File: src/rtl/mem_port_arbiter.sv
// Round-robin memory request-port arbiter with burst ownership and a post-burst turnaround gap.
// Optional ARB_DECODER_PRIO_EN: requester 0 wins every decision and does not rotate the pointer.
module mem_port_arbiter #(
  parameter int NUM_REQ = 4,
  parameter int BLEN_W  = 4,
  localparam int ID_W   = (NUM_REQ > 1) ? $clog2(NUM_REQ) : 1
) (
  input  logic                        clk,
  input  logic                        reset,
  input  logic [NUM_REQ-1:0]          req,
  input  logic [NUM_REQ*BLEN_W-1:0]   burst_len,
  input  logic                        mem_ready,
  output logic [NUM_REQ-1:0]          grant,
  output logic [ID_W-1:0]             grant_id,
  output logic                        busy,
  output logic                        beat_last,
  output logic                        abort
);

  typedef enum logic [1:0] {
    IDLE = 2'd0,
    OWN  = 2'd1,
    GAP  = 2'd2
  } state_t;

  state_t             state;
  logic [ID_W-1:0]    rr_ptr;
  logic [BLEN_W-1:0]  cnt;
  logic [BLEN_W-1:0]  blen_q;

  logic [ID_W-1:0]    win;
  logic [BLEN_W-1:0]  blen_sel;
  logic [ID_W-1:0]    ptr_after;
  logic               last_hit;
  logic               drop_hit;

  // First set request at or after ptr, searching cyclically; lower offsets win.
  function automatic logic [ID_W-1:0] pick(input logic [NUM_REQ-1:0] r,
                                           input logic [ID_W-1:0]    ptr);
    logic [ID_W-1:0] w;
    int              idx;
    w = ptr;
    for (int k = NUM_REQ - 1; k >= 0; k--) begin
      idx = (int'(ptr) + k) % NUM_REQ;
      if (r[idx]) w = ID_W'(idx);
    end
    return w;
  endfunction

`ifdef ARB_DECODER_PRIO_EN
  assign win = req[0] ? '0 : pick(req, rr_ptr);
`else
  assign win = pick(req, rr_ptr);
`endif

  assign blen_sel = burst_len[int'(win)*BLEN_W +: BLEN_W];

  always_comb begin
    ptr_after = (int'(grant_id) == NUM_REQ - 1) ? '0 : grant_id + ID_W'(1);
`ifdef ARB_DECODER_PRIO_EN
    // The decoder bypasses rotation so the others keep their turn order.
    if (grant_id == '0) ptr_after = rr_ptr;
`endif
  end

  // A last beat coinciding with a request drop completes normally rather than aborting.
  assign last_hit  = !reset && (state == OWN) && mem_ready && (cnt == blen_q);
  assign drop_hit  = !reset && (state == OWN) && !req[grant_id] && !last_hit;
  assign beat_last = last_hit;
  assign abort     = drop_hit;

  always_ff @(posedge clk) begin
    if (reset) begin
      state    <= IDLE;
      grant    <= '0;
      grant_id <= '0;
      busy     <= 1'b0;
      rr_ptr   <= '0;
      cnt      <= '0;
    end else begin
      case (state)
        IDLE: begin
          if (|req) begin
            grant    <= NUM_REQ'(1) << win;
            grant_id <= win;
            busy     <= 1'b1;
            cnt      <= '0;
            state    <= OWN;
          end
        end
        OWN: begin
          if (last_hit || drop_hit) begin
            grant  <= '0;
            busy   <= 1'b0;
            rr_ptr <= ptr_after;
            state  <= GAP;
          end else if (mem_ready) begin
            cnt <= cnt + BLEN_W'(1);
          end
        end
        GAP:     state <= IDLE;
        default: state <= IDLE;
      endcase
    end
  end

  // Burst length is captured only at the decision; later changes do not affect the burst.
  always_ff @(posedge clk) begin
    if (state == IDLE && |req) blen_q <= blen_sel;
  end

endmodule

File: config.mk
export PLATFORM = sky130hd
export DESIGN_NAME = mem_port_arbiter
export DESIGN_NICKNAME = d
export VERILOG_FILES = /design/src/rtl/mem_port_arbiter.sv
export SDC_FILE = /design/constraint.sdc
export NUM_CORES = 1
export LEC_CHECK = 0
export CAP_MARGIN = 20
export CORE_MARGIN = 1
export CORE_UTILIZATION = 40
export DETAILED_ROUTE_END_ITERATION = 16
export PLACE_DENSITY = 0.71
export SLEW_MARGIN = 20
export SYNTH_ARGS = -nofsm -noshare
export SYNTH_HDL_FRONTEND = slang
export SYNTH_SLANG_ARGS = --single-unit
File: constraint.sdc
create_clock -name clk -period 3.6 [get_ports clk]
set_input_delay 0.36 -clock clk [delete_from_list [all_inputs] [get_ports clk]]
set_output_delay 0.36 -clock clk [all_outputs]
set_load 0.005 [all_outputs]
## Word-level counts from Yosys, hierarchy flattened

Cells that the tools add are included.
W data, S select, Z words.

- Register bits after elaboration: 19
- Latch bits: 0
- RAM bits: 0
- Bits in read-only memories: 0
- Bits of input ports: 23
- Output and inout bits: 9
- Word-level logic and storage cells: 81
- Memories: 0

- Add/sub/neg operators: 5
- Multiply operators: 0
- Divide/modulo/power cells: 0
- Magnitude comparators: 5
- Eq/ne operators: 7
- Shifts and indexed selects: 2
- Multiplexer cells: 31
- Bitwise operators: 3
- Reduce and logical (&&, ||, !) cells: 21

Operators with widths:

| kind | number |
|---|---|
| $mux W4 | 5 |
| $pmux W4 S2 | 2 |
| $shiftx A16 B5 Y4 | 1 |
| $mux W2 | 7 |
| $lt A3 B4 Y1 const B | 3 |
| $bmux W1 S2 | 5 |
| $mux W1 | 10 |
| $logic_and A1 B1 Y1 | 6 |
| $lt A2 B3 Y1 const B | 2 |
| $ne A2 B2 Y1 const B | 3 |
| $reduce_and A2 Y1 | 3 |
| $reduce_or A2 Y1 | 3 |
| $add A2 B1 Y2 const B | 2 |
| $add A2 B2 Y2 const B | 2 |
| $add A4 B1 Y4 const B | 1 |
| $eq A2 B1 Y1 const B | 2 |
| $eq A4 B4 Y1 | 1 |
| $pmux W2 S2 | 1 |
| $reduce_and A4 Y1 | 1 |
| $reduce_or A4 Y1 | 1 |
| $shl A1 B2 Y4 const A | 1 |
| $and A1 B1 Y1 const A | 3 |
| $logic_not A1 Y1 | 3 |
| $reduce_and A3 Y1 | 1 |
| other kinds (5) | 5 |

## Longest topological paths before layout

Gate-level depths: netlist (run 1).

- Depth in word-level cells: 13
- Depth in mapped cells: 8
- Depth with buffers taken out: 6

## Worst setup path after synthesis (run 1)

No wires, ideal clock.

- Path kind: register to register
- Start point: reg rr_ptr[1]
- End point: reg blen_q[2] (data pin)
- Library setup time: 0.270 ns
- Arrival: 1.590 ns
- Required time: 3.330 ns
- Slack: 1.740 ns
- Stages on the path, launching flop included: 6
- Buffers on the path: 1
- Period minus slack after synthesis: 1.860 ns
- Cell sequence: dfxtp_1 -> o22ai_1 -> a222oi_1 -> buf_6 -> mux2i_1 -> mux2i_1

- Word-level cells in the longest chain between the ends: 9
- Elaborated cells between the ends (all ways): 19
- Classes of those cells: add/sub (3); shift (1); mux (15)

Ends and longest elaborated chain:

| what | RTL line | text |
|---|---|---|
| from (decl) | 27 | `logic [ID_W-1:0] rr_ptr;` |
| from (signal assigned) | 95 | `rr_ptr <= ptr_after;` |
| $add A2 B2 Y2 | 44 | `idx = (int'(ptr) + k) % NUM_REQ;` |
| $bmux W1 S2 | 45 | `if (r[idx]) w = ID_W'(idx);` |
| $mux W1 (not written as such) (2 in a row) | 45 |  |
| $mux W2 (3 in a row) | 45 |  |
| $mux W2 * | 45 |  |
| $shiftx A16 B5 Y4 * | 56 | `assign blen_sel = burst_len[int'(win)*BLEN_W +: BLEN_W];` |
| named net blen_sel[2] | 32 | `logic [BLEN_W-1:0] blen_sel;` |
| to (signal assigned) | 109 | `if (state == IDLE && \|req) blen_q <= blen_sel;` |
| to (decl) | 29 | `logic [BLEN_W-1:0] blen_q;` |

Mark *: on every way through the listed nets, which the timed path passes. The rest lies on a longest branch. The select of a mux whose other input is x is not followed.
A chain may end at the register's enable or synchronous reset.

## Final worst setup path (run 1)

- Start point: in reset
- End point: out beat_last

- Word-level cells in the longest chain between the ends: 4

Ends and longest elaborated chain:

| what | RTL line | text |
|---|---|---|
| from (decl) | 9 | `input logic reset,` |
| $logic_not A1 Y1 | 67 | `assign last_hit = !reset && (state == OWN) && mem_ready && (cnt == blen_q);` |
| $logic_and A1 B1 Y1 (3 in a row) | 67 |  |
| to (decl) | 16 | `output logic beat_last,` |

No other way between the ends.

==> results.yml, run 1 <==
layout:
  n_antenna_cell: 0
  ff_latch_area_sq_um: 420
  nets: 176
  multi_input_area_sq_um: 582
  drive_above_1_share_pct: 5.33
  syn2layout_area_growth_pct: 33.8
  n_fill_cell: 231
power_and_ir_drop:
  power_leakage_nw: 0.558
  cellInternalPower_mw: 0.356
  ir_worst_vdd_mv: 0.248
  sw_frac_of_total_pct: 29.0
  pwr-share-comb_pct: 27.9
  p_switching_mw: 0.146
  power_density_nw_per_um2: 352
  p_clk_share_pct: 21.7
  p_seq_share_pct: 50.4
setup_path:
  critPathArrivalTime_ps: 2380
  cp-end-kind: "primary output"
  cp_num_buf_inv: 2
  cp_max_fo: 14
  cpMaxStageDelayCell: "clkdlybuf4s50_1"
  crit_top_cell: "clkdlybuf4s50_1"
  cp-start-kind: "input port"
  max_stage_delay_ps: 660
  critPathRequiredTime_ps: 3240
  path_cells: "clkdlybuf4s50_1 -> nor3b_1 -> and3_1 -> and2_1 -> clkdlybuf4s50_1"
  crit_type: "in2out"
  crit_family: "buffers and inverters"
logic_synthesis:
  synth_commonest_cells: "dfxtp_1 (15), mux2i_1 (14), a21oi_1 (12)"
  async_flop_share_pct: 0
  syn_avg_cell_area_sq_um: 9.02
  ys_warn_count: 0
  syn-cell-area_sq_um: 1060
  synth_cells: 118
  seq_area_frac_synth_pct: 39.5
  synth_edf_count: 4
  synth_cell_type_count: 34
  synth_most_common_cell: "dfxtp_1"
  synth_top_area_share_pct: 28.2
  synth-seq-cells: 19
  yosys.area.top_type: "dfxtp_1"
  synthTopCellsByArea: "dfxtp_1 (28%), mux2i_1 (13%), edfxtp_1 (11%)"
  synth_nets: 143
  dominantRegCellSynth: "dfxtp_1"
clock_tree:
  post_cts_buffers: 0
  cts.repair.resized: 0
  path_clk_slew_ps: 100
  htreeDepth: 1
  clk_latency_ps: 300
  cts_buffers: 3
  cts_sinks: 19
  cts_buffer_depth: 2
  cts_tree: "built"
  cts_hold_buf: 0
  clock-root-buffer: "clkbuf_4"
floorplan:
  ios: 32
  placementRows: 18
  dieArea_sq_um: 2870
  start_util_pct: 42.6
  fp.dieW_um: 53.6
  die_h_um: 53.6
  core_sq_um: 2500
routing:
  vias: 991
  vias_per_cell: 5.51
  drt-total-wl_um: 2330
  antenna_left: 0
  first_iter_violations: 24
  drtPass1Iterations: 5
  wire_per_inst_um: 13.0
  drc: 0
job:
  cap_violations: 0
placed_design:
  place_congestion: 0.860
  hpwl_um: 1750
  port_buffers: 31
  dpl_worst_slack_ps: 899
grt:
  grt_max_degree: 15
  grt_util_all_layers_pct: 18.7
  overflow: 0
  grt_pass1_vias: 897
  grt_first_pass_wirelength_um: 3840
  antenna_found_initial: 0
timing:
  fin_crit_sh_pct: 76.2
  max-slew-margin-rel_pct: 67.0
  timing.fmax_ghz: 0.364
  maxSlewViolCount: 0
  skew_ps: 7.03
  setup_viol: 0
  whs_ps: 475
  finalHoldViolCount: 0
  finalSetupTns_ps: 0
  worst_pin_slew_ps: 494
  setup_slack_ps: 855
  min_period_ps: 2740
  rsz0062_at_grt: "no"
worst_hold_path:
  hold_path.class: "reg2reg"
outcome:
  status: "complete, no violations"
-- kinds of logic (layout without fill, tap and decap cells) --
family,count (synthesis),count (layout),synth area share (%)
flops,19,19,39.5
mux,15,15,15.3
fa+ha+maj,2,2,2.35
compound gates,24,24,14.5
buf+inv,14,46,5.88
simple gates,40,40,19.3
xor+xnor,4,4,3.29
-- final cells by class --
class	count	share of cell area (%)
clock buffers	4	1.84
inverters	9	2.37
multi-input cells	85	40.8
flip-flops and latches	19	29.5
well taps	30	2.63
repair buffers	33	22.8
-- worst paths after layout --
path | start | to | slack [ps] | cells after the start
max | reset | beat_last | 860 | 5
min | grant[0] | grant[0] | 470 | 2
max reg2reg | grant_id[1] | rr_ptr[1] | 1620 | 7
min reg2reg | grant[0] | grant[0] | 470 | 2
-- cell usage in the layout, fill, tap and decap left out, types with 2 or more instances in the layout --
cell type,synthesis,layout
a21oi_1,12,12
buf_4,0,2
clkbuf_4,0,3
clkdlybuf4s50_1,0,31
dfxtp_1,15,15
edfxtp_1,4,4
ha_1,2,2
inv_1,9,9
mux2i_1,14,14
nand2_1,11,11
nand3_1,7,7
nand3b_1,2,2
nor2_1,6,6
nor3_1,2,2
nor3b_1,2,2
o211ai_1,2,2
o22ai_1,5,5
or3_1,2,2
xor2_1,3,3
-- worst min-delay path, cell delays in order, from the launching register on --
cell,delay (ps)
dfxtp_1,320
nand3_1,60
a21oi_1,50
-- per-stage QoR --
stage / area, sq um / utilization, % / cells / power, mW
after floorplan: 1060 / - / 118 / 0.339
after global placement: 1400 / 56.0 / 176 / 0.394
after detailed placement: 1400 / 56.0 / 176 / 0.398
after CTS: 1430 / 57.0 / 180 / 0.506
after global routing: 1430 / 57.0 / 180 / 0.533
final: 1430 / 57.0 / 180 / 0.502
-- per-layer routing --
| metal | GRT usage (%) | part of all wire [%] | vias to the layer above | wire [um] |
|---|---|---|---|---|
| met1 | 23.7 | 45 | 448 | 1050 |
| li1 | - | - | 495 | - |
| met5 | 0 | 0 | - | 0 |
| met2 | 30.2 | 47 | 44 | 1100 |
| met3 | 5.37 | 6.6 | 4 | 154 |
| met4 | 6.58 | 1.2 | 0 | 29 |
-- flip-flops by register name (all words and copies together), names as in the netlist --
signal / count
rr_ptr: 2
state: 2
blen_q: 4
busy: 1
cnt: 4
grant: 4
grant_id: 2
-- power by group through the flow --
stage	Combinational (mW)	Clock, mW	Sequential (mW)
floorplan	0.0837	0	0.256
global placement	0.136	0	0.258
detailed placement	0.140	0	0.258
CTS	0.140	0.112	0.253
global route	0.153	0.124	0.256
finish	0.140	0.109	0.253
No activity file was read; power rests on OpenSTA's default activity.
==> run 2, diff against run 1 <==
clock period = 2.66 ns   (was 3.6 ns; I/O delays follow)
==> run 2 against run 1 <==
Effect of this change: sequential share of layout area decreased by 0.48 points; non-clock buffer count increased by 3; setup slack got worse by 590 ps; clock power increased by 39%; critical path depth unchanged; die area unchanged; global-route usage increased by 2.1 points; clock skew decreased by 3.5 ps; largest cell class unchanged.
==> results.yml, run 2 (synthesis results as in run 1) <==
routing:
  wire_per_inst_um: 14.2
  vias_per_cell: 5.45
  first_iter_violations: 26
  vias: 998
  drt-total-wl_um: 2590
  drc: 0
  antenna_left: 0
  drtPass1Iterations: 4
grt:
  grt_max_degree: 15
  antenna_found_initial: 0
  grt_util_all_layers_pct: 20.8
  grt_pass1_vias: 981
  overflow: 0
  grt_first_pass_wirelength_um: 4240
layout:
  nets: 179
  n_fill_cell: 233
  layout.cells.non_filler: 183
  n_antenna_cell: 0
  drive_above_1_share_pct: 7.84
  largest_registers: "blen_q (4), cnt (4), grant (4)"
  final_common_cell: "clkdlybuf4s50_1"
  final_cell_mix: "clkdlybuf4s50_1 (31), dfxtp_1 (15), mux2i_1 (14), a21oi_1 (12), nand2_1 (11)"
  ff_latch_area_sq_um: 420
  syn2layout_area_growth_pct: 36.1
  multi_input_area_sq_um: 582
timing:
  max-slew-margin-rel_pct: 64.7
  worst_pin_slew_ps: 529
  setup_viol: 0
  rsz0062_at_grt: "no"
  finalSetupTns_ps: 0
  finalHoldViolCount: 0
  timing.fmax_ghz: 0.418
  maxSlewViolCount: 0
  fin_crit_sh_pct: 89.9
  skew_ps: 3.48
  min_period_ps: 2390
floorplan:
  fp.dieW_um: 53.6
  placementRows: 18
  core_sq_um: 2500
  dieArea_sq_um: 2870
  start_util_pct: 42.6
  ios: 32
  die_h_um: 53.6
setup_path:
  cp-start-kind: "input port"
  cp-startpoint: "req[1]"
  cp_max_fo: 7
  r2r_start: "grant_id[1]"
  critPathArrivalTime_ps: 2130
  critPathRequiredTime_ps: 2390
  crit_type: "in2out"
  cp-end-kind: "primary output"
worst_hold_path:
  hp-start: "grant[0]"
  hold_path.class: "reg2reg"
clock_tree:
  clock-root-buffer: "clkbuf_4"
  post_cts_buffers: 0
  cts_hold_buf: 0
  cts_tree: "built"
  cts_buffers: 3
  clk_latency_ps: 300
  cts_buffer_depth: 2
  cts.repair.resized: 0
  htreeDepth: 1
  path_clk_slew_ps: 110
  cts_sinks: 19
job:
  cap_violations: 0
placed_design:
  place_congestion: 0.901
  placed_cells: 179
  port_buffers: 31
  hpwl_um: 2000
power_and_ir_drop:
  power_leakage_nw: 0.575
  ir_worst_vdd_mv: 0.339
  p_total_mw: 0.693
  power_density_nw_per_um2: 478
outcome:
  status: "complete, no violations"
==> run 2: through the flow <==
stage | utilization, % | area [sq um] | setup slack [ps] | hold WS (ps)
final | 58.0 | 1450 | 268 | 473
after global routing | 58.0 | 1450 | 163 | 515
after CTS | 58.0 | 1450 | 274 | 477
after detailed placement | 56.9 | 1420 | 274 | 460
after global placement | 56.9 | 1420 | 314 | 454
after floorplan | - | 1060 | 800 | 445
==> run 2: cell type report <==
cell class / instances / area share [%]
flip-flops and latches: 19 / 29.0
repair buffers: 36 / 24.0
inverters: 9 / 2.33
clock buffers: 3 / 1.55
well taps: 30 / 2.59
multi-input cells: 85 / 40.2
clock inverters: 1 / 0.345
==> run 2: path summary, 6_finish.rpt <==
kind	endpoint	slack (ps)	cells past startpoint
max	abort	270	5
min reg2reg	grant[0]	470	2
min	grant[0]	470	2
max reg2reg	cnt[3]	760	6
==> run 2: layer usage <==
metal | global-route usage [%] | routed length, um | up-vias
li1 | - | - | 500
met3 | 4.52 | 90 | 2
met2 | 39.0 | 1370 | 25
met4 | 5.70 | 15 | 0
met5 | 0 | 0 | -
met1 | 23.3 | 1120 | 471
==> run 2: critical path, stage by stage <==
cell             delay, ps
clkdlybuf4s50_1        520
mux4_2                 490
nand2b_1               170
a31oi_1                170
clkdlybuf4s50_1        510
==> run 2: power by group <==
| part | switching [mW] | internal [mW] | total, mW |
|---|---|---|---|
| logic | 0.0938 | 0.105 | 0.198 |
| clock network | 0.0950 | 0.0560 | 0.151 |
| registers | 0.0184 | 0.325 | 0.343 |
==> run 3, diff against run 2 <==
ABC_AREA = 1   (was unset)
PLACE_DENSITY = 0.68   (was 0.71)
SLEW_MARGIN = 10   (was 20)
clock period = 2.3 ns   (was 2.66 ns; I/O delays follow)
==> run 3 against run 2 <==
Effect of this change: clock power rose by 11%; synthesized cell count is 71% higher; first-iteration DRC count increased to 2.7 times the previous value; clock skew shrank 1.8 ps; sequential share of layout area fell by 4.1 points; combinational power grew to 5.7 times the previous value; global-route usage is 2.5 points lower; final cell count up 54%; largest cell class unchanged; critical endpoint unchanged; non-clock buffer count unchanged; via count rose by 29%; routed wire length up 8.5%; die area grew 22%.
==> results.yml, run 3 <==
outcome:
  status: "complete, no violations"
floorplan:
  dieArea_sq_um: 3490
  placementRows: 20
  start_util_pct: 42.4
  die_h_um: 59.1
  core_sq_um: 3080
  fp.dieW_um: 59.1
  ios: 32
timing:
  finalHoldViolCount: 0
  setup_slack_ps: 131
  min_period_ps: 2170
  skew_ps: 1.67
  finalSetupTns_ps: 0
  rsz0062_at_grt: "no"
  fin_crit_sh_pct: 94.3
  maxSlewViolCount: 0
  worst_pin_slew_ps: 454
  setup_viol: 0
  whs_ps: 481
  timing.fmax_ghz: 0.461
  max-slew-margin-rel_pct: 69.7
layout:
  drive_above_1_share_pct: 14.3
  n_antenna_cell: 0
  n_fill_cell: 319
  largest_registers: "blen_q (4), cnt (4), grant (4)"
  nets: 263
  finish.utilization_pct: 55.0
  syn2layout_area_growth_pct: 29.8
  final_cell_mix: "nand2_1 (56), clkdlybuf4s50_1 (31), inv_1 (27), nand3_1 (26), dfxtp_1 (14)"
  final_common_cell: "nand2_1"
clock_tree:
  htreeDepth: 1
  cts_tree: "built"
  cts_buffers: 3
  cts_sinks: 19
  clock-root-buffer: "clkbuf_4"
  cts.repair.resized: 0
  cts_hold_buf: 0
  cts_buffer_depth: 2
  post_cts_buffers: 0
  clk_latency_ps: 290
  path_clk_slew_ps: 110
grt:
  grt_first_pass_wirelength_um: 4950
  grt_max_degree: 12
  antenna_found_initial: 0
  grt_pass1_vias: 1168
  grt_util_all_layers_pct: 18.3
  overflow: 0
routing:
  vias_per_cell: 4.57
  first_iter_violations: 71
  antenna_left: 0
  drc: 0
  drtPass1Iterations: 4
  drt-total-wl_um: 2810
  wire_per_inst_um: 10.0
  vias: 1285
setup_path:
  critPathRequiredTime_ps: 2070
  critPathArrivalTime_ps: 1940
  cp-start-kind: "input port"
  cp-end-kind: "primary output"
  crit_type: "in2out"
  cp_max_fo: 3
logic_synthesis:
  syn-cell-area_sq_um: 1300
  async_flop_share_pct: 0
  synth_nets: 227
  synth_most_common_cell: "nand2_1"
  synth_cell_type_count: 30
  yosys.area.top_type: "dfxtp_1"
  synth_edf_count: 4
  synth_commonest_cells: "nand2_1 (56), inv_1 (28), nand3_1 (26)"
  syn_avg_cell_area_sq_um: 6.45
  seq_area_frac_synth_pct: 32.2
  synth-seq-cells: 19
  synth_top_area_share_pct: 23.0
  synthTopCellsByArea: "dfxtp_1 (23%), nand2_1 (16%), nand3_1 (10%)"
  dominantRegCellSynth: "dfxtp_1"
  synth_cells: 202
  ys_warn_count: 0
power_and_ir_drop:
  power_leakage_nw: 0.815
  ir_worst_vdd_mv: 0.546
  power_density_nw_per_um2: 1120
placed_design:
  place_congestion: 0.904
  dpl_worst_slack_ps: 130
  port_buffers: 31
  hpwl_um: 2200
worst_hold_path:
  hold_path.class: "reg2reg"
job:
  cap_violations: 0
run 3: routing by layer:
metal	vias up	GRT usage [%]	share of wire, %
li1	710	-	-
met5	-	0	0
met4	0	6.12	0.85
met1	548	26.0	54
met3	2	1.97	4.1
met2	25	28.7	41
run 3: metrics by stage:
step                      total power, mW  instance area, sq um  cells
after global routing                 2.08                  1690    281
after floorplan                      1.42                  1300    202
final                                1.89                  1690    281
after global placement               1.71                  1660    277
after CTS                            1.89                  1690    281
after detailed placement             1.72                  1660    277
run 3: layout make-up:
type                            instances  area (sq um)  area share (%)
Multi-Input combinational cell        145           712            42.1
Sequential cell                        19           422            24.9
Timing Repair Buffer                   36           348            20.6
Inverter                               33           129            7.62
Tap cell                               44          55.1            3.25
Clock buffer                            4          26.3            1.55
run 3: where the power goes:
part | internal [mW] | switching (mW) | leakage, nW | total [mW]
Combinational | 0.463 | 0.662 | 0.637 | 1.12
Sequential | 0.495 | 0.100 | 0.163 | 0.595
Clock | 0.0674 | 0.101 | 0.0150 | 0.168
run 3: worst paths after layout:
| path | from | to | slack, ps | cells after the start |
|---|---|---|---|---|
| worst max register to register | rr_ptr[0] | blen_q[1] | 330 | 13 |
| worst min register to register | grant[2] | grant[2] | 480 | 2 |
| worst min-delay path | grant[2] | grant[2] | 480 | 2 |
| worst max-delay path | reset | abort | 130 | 9 |
run 3: worst max-delay path: stages:
cell and delay, ps:
clkdlybuf4s50_1 490, inv_1 60, nand2_1 100, nor2_1 60
nand3_1 110, inv_1 60, or2_2 290, inv_1 50
clkdlybuf4s50_1 480
run 3: cell families after synthesis:
logic type / synth area share, %
and+or+nand+nor: 40.3
buffers and inverters: 13.3
AOI/OAI and AO/OA: 10.8
xor gates and xnor gates: 1.34
DFF: 32.2
adders and majority gates: 1.92
